File: config.mk
export PLATFORM = sky130hd
export DESIGN_NAME = des_iter_core
export DESIGN_NICKNAME = d
export VERILOG_FILES = /design/src/rtl/des_iter_core.sv
export SDC_FILE = /design/constraint.sdc
export NUM_CORES = 1
export LEC_CHECK = 0
export BUFFER_PORTS_ARGS = -buffer_cell sky130_fd_sc_hd__buf_2
export CORE_MARGIN = 2
export CORE_UTILIZATION = 49
export CTS_BUF_LIST = sky130_fd_sc_hd__clkbuf_4 sky130_fd_sc_hd__clkbuf_8
export CTS_CLUSTER_SIZE = 25
export DETAILED_ROUTE_END_ITERATION = 8
export MAX_ROUTING_LAYER = met4
export PLACE_DENSITY = 0.8
export SETUP_SLACK_MARGIN = 0.15
export SLEW_MARGIN = 20
export SYNTH_ARGS = -nofsm -noshare
export SYNTH_HDL_FRONTEND = slang
export SYNTH_SLANG_ARGS = --single-unit
File: constraint.sdc
create_clock -name i_clk -period 3.92 [get_ports i_clk]
set_input_delay 0.196 -clock i_clk [delete_from_list [all_inputs] [get_ports i_clk]]
set_output_delay 0.196 -clock i_clk [all_outputs]
set_load 0.05 [all_outputs]
File: src/rtl/des_iter_core.sv
// rtl/des_iter_core.sv - iterative DES encrypt/decrypt core, ROUNDS_PER_CYCLE rounds per clock
module des_iter_core #(
    parameter int ROUNDS_PER_CYCLE = 1
) (
    input  logic        i_clk,
    input  logic        i_rst_n,
    input  logic        i_valid,
    output logic        o_ready,
    input  logic        i_mode,
    input  logic [63:0] i_key,
    input  logic [63:0] i_text,
    output logic        o_valid,
    input  logic        i_out_ready,
    output logic [63:0] o_text,
    output logic        o_busy
);
    localparam int RPC = ROUNDS_PER_CYCLE;
    localparam logic [3:0] LAST_CNT = 4'(16 - RPC);
    localparam logic [3:0] CNT_STEP = 4'(RPC);

    localparam int IP_T [64] = '{58,50,42,34,26,18,10,2, 60,52,44,36,28,20,12,4,
                                 62,54,46,38,30,22,14,6, 64,56,48,40,32,24,16,8,
                                 57,49,41,33,25,17,9,1,  59,51,43,35,27,19,11,3,
                                 61,53,45,37,29,21,13,5, 63,55,47,39,31,23,15,7};
    localparam int FP_T [64] = '{40,8,48,16,56,24,64,32, 39,7,47,15,55,23,63,31,
                                 38,6,46,14,54,22,62,30, 37,5,45,13,53,21,61,29,
                                 36,4,44,12,52,20,60,28, 35,3,43,11,51,19,59,27,
                                 34,2,42,10,50,18,58,26, 33,1,41,9,49,17,57,25};
    localparam int E_T [48] = '{32,1,2,3,4,5, 4,5,6,7,8,9, 8,9,10,11,12,13, 12,13,14,15,16,17,
                                16,17,18,19,20,21, 20,21,22,23,24,25, 24,25,26,27,28,29, 28,29,30,31,32,1};
    localparam int P_T [32] = '{16,7,20,21,29,12,28,17, 1,15,23,26,5,18,31,10,
                                2,8,24,14,32,27,3,9,    19,13,30,6,22,11,4,25};
    localparam int PC1_T [56] = '{57,49,41,33,25,17,9, 1,58,50,42,34,26,18,
                                  10,2,59,51,43,35,27, 19,11,3,60,52,44,36,
                                  63,55,47,39,31,23,15, 7,62,54,46,38,30,22,
                                  14,6,61,53,45,37,29, 21,13,5,28,20,12,4};
    localparam int PC2_T [48] = '{14,17,11,24,1,5, 3,28,15,6,21,10, 23,19,12,4,26,8, 16,7,27,20,13,2,
                                  41,52,31,37,47,55, 30,40,51,45,33,48, 44,49,39,56,34,53, 46,42,50,36,29,32};
    // Each S-box is 64 nibbles, row-major, entry (row 0, col 0) in the top nibble.
    localparam logic [255:0] SBOX [8] = '{
        256'hE4D12FB83A6C5907_0F74E2D1A6CB9538_41E8D62BFC973A50_FC8249175B3EA06D,
        256'hF18E6B34972DC05A_3D47F28EC01A69B5_0E7BA4D158C6932F_D8A13F42B67C05E9,
        256'hA09E63F51DC7B428_D70934A6285ECBF1_D6498F30B12C5AE7_1AD069874FE3B52C,
        256'h7DE3069A1285BC4F_D8B56F03472C1AE9_A690CB7DF13E5284_3F06A1D8945BC72E,
        256'h2C417AB6853FD0E9_EB2C47D150FA3986_421BAD78F9C5630E_B8C71E2D6F09A453,
        256'hC1AF92680D34E75B_AF427C9561DE0B38_9EF528C3704A1DB6_432C95FABE17608D,
        256'h4B2EF08D3C975A61_D0B7491AE35C2F86_14BDC37EAF680592_6BD814A7950FE23C,
        256'hD2846FB1A93E50C7_1FD8A374C56B0E92_7B419CE206ADF358_21E74A8DFC90356B};

    typedef enum logic [1:0] {S_IDLE, S_ROUND, S_DONE} state_t;

    function automatic logic [63:0] f_ip(input logic [63:0] x);
        for (int i = 0; i < 64; i++) f_ip[6'(63 - i)] = x[6'(64 - IP_T[i])];
    endfunction

    function automatic logic [63:0] f_fp(input logic [63:0] x);
        for (int i = 0; i < 64; i++) f_fp[6'(63 - i)] = x[6'(64 - FP_T[i])];
    endfunction

    function automatic logic [47:0] f_e(input logic [31:0] x);
        for (int i = 0; i < 48; i++) f_e[6'(47 - i)] = x[5'(32 - E_T[i])];
    endfunction

    function automatic logic [31:0] f_p(input logic [31:0] x);
        for (int i = 0; i < 32; i++) f_p[5'(31 - i)] = x[5'(32 - P_T[i])];
    endfunction

    function automatic logic [55:0] f_pc1(input logic [63:0] x);
        for (int i = 0; i < 56; i++) f_pc1[6'(55 - i)] = x[6'(64 - PC1_T[i])];
    endfunction

    function automatic logic [47:0] f_pc2(input logic [55:0] x);
        for (int i = 0; i < 48; i++) f_pc2[6'(47 - i)] = x[6'(56 - PC2_T[i])];
    endfunction

    function automatic logic [31:0] f_sbox(input logic [47:0] x);
        logic [5:0]   g6;
        logic [5:0]   idx;
        logic [255:0] tbl;
        f_sbox = '0;
        for (int g = 0; g < 8; g++) begin
            g6  = x[47 - 6*g -: 6];
            idx = {g6[5], g6[0], g6[4:1]};
            tbl = SBOX[g];
            f_sbox[31 - 4*g -: 4] = tbl[8'd255 - {idx, 2'b00} -: 4];
        end
    endfunction

    // Decrypt walks the schedule backwards: right rotations undo the encrypt rotations,
    // and the full 28-bit encrypt cycle means round 1 starts from K16 with no rotation.
    function automatic logic [27:0] f_ks_shift(input logic [27:0] x, input logic [4:0] n, input logic dec);
        logic two;
        two = !(n == 5'd1 || n == 5'd2 || n == 5'd9 || n == 5'd16);
        if (!dec)
            f_ks_shift = two ? {x[25:0], x[27:26]} : {x[26:0], x[27]};
        else if (n == 5'd1)
            f_ks_shift = x;
        else
            f_ks_shift = two ? {x[1:0], x[27:2]} : {x[0], x[27:1]};
    endfunction

    function automatic logic [119:0] f_rounds(input logic [119:0] s, input logic [3:0] cnt, input logic dec);
        logic [31:0] l, r, t;
        logic [27:0] c, d;
        logic [4:0]  n;
        {l, r, c, d} = s;
        for (int j = 0; j < RPC; j++) begin
            n = {1'b0, cnt} + 5'(j + 1);
            c = f_ks_shift(c, n, dec);
            d = f_ks_shift(d, n, dec);
            t = l ^ f_p(f_sbox(f_e(r) ^ f_pc2({c, d})));
            l = r;
            r = t;
        end
        f_rounds = {l, r, c, d};
    endfunction

    state_t      r_state;
    logic [31:0] r_l, r_r;
    logic [27:0] r_c, r_d;
    logic [3:0]  r_cnt;
    logic        r_mode;
    logic [63:0] r_text;
    logic        r_valid, r_ready, r_busy;

    logic [31:0] w_l, w_r;
    logic [27:0] w_c, w_d;

    assign {w_l, w_r, w_c, w_d} = f_rounds({r_l, r_r, r_c, r_d}, r_cnt, r_mode);

    always_ff @(posedge i_clk or negedge i_rst_n) begin
        if (!i_rst_n) begin
            r_state <= S_IDLE;
            r_l     <= '0;
            r_r     <= '0;
            r_c     <= '0;
            r_d     <= '0;
            r_cnt   <= '0;
            r_mode  <= 1'b0;
            r_text  <= '0;
            r_valid <= 1'b0;
            r_ready <= 1'b1;
            r_busy  <= 1'b0;
        end else begin
            case (r_state)
                S_IDLE: begin
                    if (i_valid) begin
                        {r_l, r_r} <= f_ip(i_text);
                        {r_c, r_d} <= f_pc1(i_key);
                        r_mode     <= i_mode;
                        r_cnt      <= '0;
                        r_state    <= S_ROUND;
                        r_ready    <= 1'b0;
                        r_busy     <= 1'b1;
                    end
                end
                S_ROUND: begin
                    r_l <= w_l;
                    r_r <= w_r;
                    r_c <= w_c;
                    r_d <= w_d;
                    if (r_cnt == LAST_CNT) begin
                        r_text  <= f_fp({w_r, w_l});
                        r_valid <= 1'b1;
                        r_state <= S_DONE;
                    end else begin
                        r_cnt <= r_cnt + CNT_STEP;
                    end
                end
                S_DONE: begin
                    if (i_out_ready) begin
                        r_valid <= 1'b0;
                        r_ready <= 1'b1;
                        r_busy  <= 1'b0;
                        r_state <= S_IDLE;
                    end
                end
                default: r_state <= S_IDLE;
            endcase
        end
    end

    assign o_ready = r_ready;
    assign o_valid = r_valid;
    assign o_text  = r_text;
    assign o_busy  = r_busy;
endmodule

==> qor.txt, run 1 <==
Inst Count DP: 997
WL per Instance: 19.3 um
design area: 7570 um^2
gpl congestion: 1.03
Achievable Freq: 0.275 GHz
worst reg-to-reg path cell count: 15
Tot GR Track Use: 28.1%
Total Wirelength: 19.7 mm
Final nets: 997
r2r setup slk: 280 ps
cell mode on critical path: o221ai_1
first-pass GRT wire length: 31.4 mm
maxcap violations: 0
Setup crit end kind: register
clk_skew: 14.1 ps
CP Class: register to register
Final Hold Viols: 0
Seq/Total Area, Yosys: 30.6%
delay of the slowest critical-path stage: 420 ps
final period utilization: 92.8%
leading area contributor after synthesis: dfrtp_1
CP Capture Point: r_r[7]$_DFFE_PN0P_
CTS buffer count: 9
Mapped Area: 6630 um^2
PortBufs: 51
chip width: 120 um
CTS tree: yes
Die Area: 14500 um^2
vias per cell: 6.26
crit path from: r_cnt[0]$_DFFE_PN0P_
Worst-Margin Slew: 764 ps
commonest non-fill, non-tap cell in the layout: dfrtp_1
min Tclk post-route: 3640 ps
TNS Setup: 0 ps
worst skew pair latency: 370 ps
core region area: 13200 um^2
cells along the critical path: inv_1 -> ha_4 -> or3b_4 -> and2_4 -> buf_4 -> and3_1 -> a211o_4 -> and3b_1 -> or2_2 -> ha_1 -> o221ai_1 -> o221ai_1 -> mux2i_1 -> xor2_1 -> a21oi_1
final std cells w/o fill: 1022
top-level port count: 200
total gr overflow: 0
initial antenna violation count: 0
Fillers: 1203
ys flop type: dfrtp_1
mean cell area of the mapped netlist: 8.67 um^2
largest net degree at the start of global routing: 82
hpwl dp: 14.1 mm
commonest cells after routing, fill and taps aside: 79 x dfrtp_1, 67 x nand2_1, 58 x buf_4
Routed Antenna Nets: 0
# DRC: 0
area of the multi-input gates: 4270 um^2
H-tree depth: 3
Worst-path clk slew: 80 ps
share of async-settable or async-resettable flops after synthesis: 100%
worst hold path type: input port to register
Critical Path AT: 3880 ps
CP Data Required Time: 4160 ps
yosys warns: 0
DRT Pass-1 Iters: 6
Area growth, synth to finish: 14.2%
Worst path slowest cell: dfrtp_1
RR Startpoint: r_cnt[0]$_DFFE_PN0P_
Mapped Cells: 765
Max FO, Critical Path: 11
Cell Area, Placed: 7130 um^2
outcome: complete, no violations
Yosys cell types: 94
RSZ-0062 raised after global routing: yes
post-synth top area share: 30.2%
initial core utilization: 50.1%
Core Util, Final: 57.2%
final setup fails: 0
via count: 6397
nature of the critical path startpoint: register
synthesized flop and latch total: 81
num rows: 42
CTS Sinks: 81
share of layout cells above drive strength 1: 24.9%
Final Max Slew Viols: 0
diodes inserted: 0
clk root buf: clkbuf_8
vias in the first global route: 6137
Storage cell area: 2030 um^2
Die H: 120 um
largest cells by area after synthesis: dfrtp_1 30%, buf_4 5.8%, ha_1 4.3%
hold depth: 2
Post-synth EDFFs: 0
RR Endpoint: r_r[7]$_DFFE_PN0P_
Slew HR: 48.7%
DR iter-0 viols: 656
Max Root-Sink Buffers: 2
-- through the flow --
step	setup WS (ps)	hold slack, ps
finish	283	43.3
global route	66.6	28.6
CTS	126	27.6
detailed placement	-84.2	419
global placement	-77.2	412
floorplan	120	-99.6
-- sequential cells by signal, summed over array words and instances (netlist names) --
register	count
r_mode	1
r_l	7
r_r	20
r_state	2
o_ready	1
o_text	16
o_busy	1
o_valid	1
r_d	28
r_cnt	4
-- how the worst min path moves through the flow --
| stage | slack, ps | endpoint | start |
|---|---|---|---|
| finish | 40 | r_r[29]$_DFFE_PN0P_ | i_text[23] |
| CTS | 30 | r_r[29]$_DFFE_PN0P_ | i_text[23] |
| global placement | 410 | r_r[21]$_DFFE_PN0P_ | i_text[21] |
| global route | 30 | r_r[12]$_DFFE_PN0P_ | i_text[27] |
| floorplan | -100 | o_busy$_DFFE_PN0P_ | i_rst_n |
| detailed placement | 420 | r_r[14]$_DFFE_PN0P_ | i_text[11] |
-- kinds of logic after synthesis --
family / synth area share (%)
buffers and inverters: 10.7
XOR/XNOR: 3.21
AO/OA/AOI/OAI: 28.0
other: 0.0565
adder cells (fa/ha/maj): 4.34
multiplexers: 6.39
flip-flops: 30.6
AND/OR/NAND/NOR: 16.8
-- cells in the mapped netlist (5+ instances only) --
cell type  instances
dfrtp_1           80
nor2_1            37
o21ai_1            7
mux2i_1           12
and3_1            13
o22ai_1           14
buf_2             12
o211ai_1           9
nand2_1           68
o21a_1             5
ha_1              23
nand3_1           25
a211oi_1          12
nand4_1           10
mux2_2            21
a21oi_1           50
nor4_1             8
clkbuf_1          27
buf_4             51
nor3_1            14
a22o_1            16
o22a_1             8
a211o_1            6
xnor2_1           10
nand2b_1           9
a31oi_1            7
xor2_1             8
inv_1             29
o2111ai_1          8
a32o_1             5
o21ai_0           46
-- layout make-up --
class | count | share of cell area (%)
Clock buffer | 10 | 1.73
Clock inverter | 6 | 0.595
Inverter | 31 | 1.54
Multi-Input combinational cell | 605 | 56.4
Sequential cell | 81 | 26.8
Tap cell | 176 | 2.91
Timing Repair Buffer | 113 | 10.1
-- metal layers --
layer  track usage, %  vias to the layer above  share of wire, %
met5                -                        -                 0
met2             43.5                      394                46
met3             4.34                       66                10
met1             37.0                     3036                40
li1                 -                     2901                 -
met4             12.3                        0               4.0
-- worst max-delay path, delay by kind of cell, from the launching register on --
kind / cells / cell delay (ps)
XOR/XNOR: 1 / 180
flip-flops: 1 / 420
adder cells (fa/ha/maj): 2 / 440
AND/OR/NAND/NOR: 5 / 1340
multiplexers: 1 / 190
buffers and inverters: 2 / 310
AO/OA/AOI/OAI: 4 / 600
-- what timing repair did --
item	4_1_cts	5_1_grt
hold buffers	0	1
pin swaps	1	2
endpoints found under the hold margin	0	80
setup buffers	3	5
resized for setup	9	30
endpoints found under the setup margin	7	7
Power of run 1 is left out: the tool's default activity adds up to more than one toggle a clock period on the data nets, which glitch-free logic cannot reach.
==> run 2, diff against run 1 <==
CELL_PAD_IN_SITES_DETAIL_PLACEMENT = 1   (was unset)
CELL_PAD_IN_SITES_GLOBAL_PLACEMENT = 2   (was unset)
CORE_UTILIZATION = 28   (was 49)
PLACE_DENSITY = unset   (was 0.8)
PLACE_DENSITY_LB_ADDON = 0.1   (was unset)
REMOVE_ABC_BUFFERS = 1   (was unset)
==> run 2 against run 1 <==
Routed wire length up 35%. Flip-flop and latch count is the same. Critical path depth up 2. Clock skew is 0.75 ps higher. Hold slack got worse by 25 ps. Maximum frequency down 1.2%.
==> qor.txt, run 2 (same netlist as run 1, synthesis figures left out) <==
clk_skew: 14.9 ps
delay of the slowest critical-path stage: 460 ps
Max FO, Critical Path: 4
Slew HR: 37.4%
min Tclk post-route: 3680 ps
cells along the critical path: inv_2 -> ha_4 -> or3b_4 -> buf_6 -> buf_6 -> a21oi_4 -> a41oi_2 -> o21ai_1 -> a311oi_2 -> buf_4 -> xnor2_4 -> buf_6 -> mux2_4 -> mux4_2 -> o211ai_2 -> xnor2_1 -> a22o_1
Worst-Margin Slew: 940 ps
CTS buffer count: 9
min-delay src: i_text[21]
Place WS: -123 ps
hpwl dp: 19.2 mm
Tot GR Track Use: 22.5%
crit path from: r_cnt[1]$_DFFE_PN0P_
core region area: 23300 um^2
WL per Instance: 21.5 um
Core Util, Final: 37.7%
CTS tree: yes
nature of the critical path startpoint: register
Total Wirelength: 26.7 mm
PortBufs: 51
TNS Setup: 0 ps
H-tree depth: 3
Achievable Freq: 0.272 GHz
chip width: 158 um
CTS Sinks: 81
worst skew pair latency: 390 ps
initial antenna violation count: 0
Final nets: 1075
fin worst setup slack: 239 ps
DR iter-0 viols: 360
top-level port count: 200
RR Startpoint: r_cnt[1]$_DFFE_PN0P_
share of layout cells above drive strength 1: 35.5%
# DRC: 0
CP Data Required Time: 4210 ps
max reg flops: 28
gpl congestion: 0.873
final setup fails: 0
GR met2 Demand/Resource: 36.6%
Crit path buffers/inverters: 5
outcome: complete, no violations
total gr overflow: 0
Fillers: 2753
Area growth, synth to finish: 32.6%
Final Hold Viols: 0
maxcap violations: 0
first-pass GRT wire length: 41.5 mm
final period utilization: 93.9%
RSZ-0062 raised after global routing: yes
met1 Track Usage GR: 29.3%
initial core utilization: 28.4%
Worst path slowest cell: dfrtp_2
num rows: 56
via count: 6605
Final Max Slew Viols: 0
Setup crit end kind: register
clk root buf: clkbuf_8
met3 track demand over resource: 2.46%
register with the most flip-flops: r_d
Max Root-Sink Buffers: 2
CP Class: register to register
Die Area: 24900 um^2
vias in the first global route: 7050
cell mode on critical path: buf_6
largest net degree at the start of global routing: 45
Die H: 158 um
DRT Pass-1 Iters: 4
Crit path max-delay family: multiplexers
worst hold path type: input port to register
commonest cells after routing, fill and taps aside: 115 x buf_4, 77 x dfrtp_1, 66 x nand2_1
Inst Count DP: 1194
area of the multi-input gates: 4610 um^2
Storage cell area: 2030 um^2
Worst-path clk slew: 110 ps
busiest metal layer after global routing: met2
Routed Antenna Nets: 0
final std cells w/o fill: 1243
commonest non-fill, non-tap cell in the layout: buf_4
Critical Path AT: 3970 ps
vias per cell: 5.31
diodes inserted: 0
-- run 2: changes by cell type in the layout (fill, tap and decap cells not counted), sizes merged --
cell	previous run	this run
buf	112	185
inv	31	34
clkbuf	10	9
dlygate4sd3	1	6
clkinvlp	3	0
clkinv	3	4
-- run 2: final timing paths --
check,to,slack [ps],cells after the start
hold / removal,r_r[21]$_DFFE_PN0P_,20,2
max in group asynchronous,r_r[13]$_DFFE_PN0P_,2550,3
min in group asynchronous,o_valid$_DFFE_PN0P_,340,2
hold reg to reg,o_text[11]$_DFFE_PN0P_,510,1
setup reg to reg,r_r[0]$_DFFE_PN0P_,240,17
setup / recovery,r_r[0]$_DFFE_PN0P_,240,17
-- run 2: metal layers --
layer | vias to the layer above | routed length, um
met1 | 3369 | 12100
met5 | - | 0
met2 | 136 | 13200
met4 | 0 | 516
li1 | 3071 | -
met3 | 29 | 928
-- run 2: final cells by class --
class	count	area share [%]
clock buffers	9	1.41
clock inverters	7	0.925
inverters	31	1.35
multi-input cells	605	52.4
flip-flops and latches	81	23.1
well taps	319	4.54
repair buffers	191	16.3
-- run 2: worst register-to-register path: cells and delay by family, from the launching register on --
family | cells | cell delay, ps
and+or+nand+nor | 1 | 390
buffers and inverters | 5 | 720
xor gates and xnor gates | 2 | 380
muxes | 2 | 760
adders and majority gates | 1 | 150
AOI/OAI and AO/OA | 6 | 720
DFF | 1 | 460
-- run 2: what timing repair did --
item / CTS / global route
pin swaps: 5 / 37
gates resized for setup: 22 / 100
buffers inserted: 13 / 14
hold buffers: 6 / 0
hold endpoints to repair: 41 / 0
setup endpoints to repair: 7 / 7
-- run 2: through the flow --
| stage | hold WS, ps | cell area, um^2 |
|---|---|---|
| CTS | 2.93 | 8180 |
| detailed placement | 246 | 7720 |
| floorplan | -99.6 | 6220 |
| global route | 2.10 | 8790 |
| finish | 18.6 | 8790 |
| global placement | 240 | 7710 |
Power of run 2 is left out for the same reason.
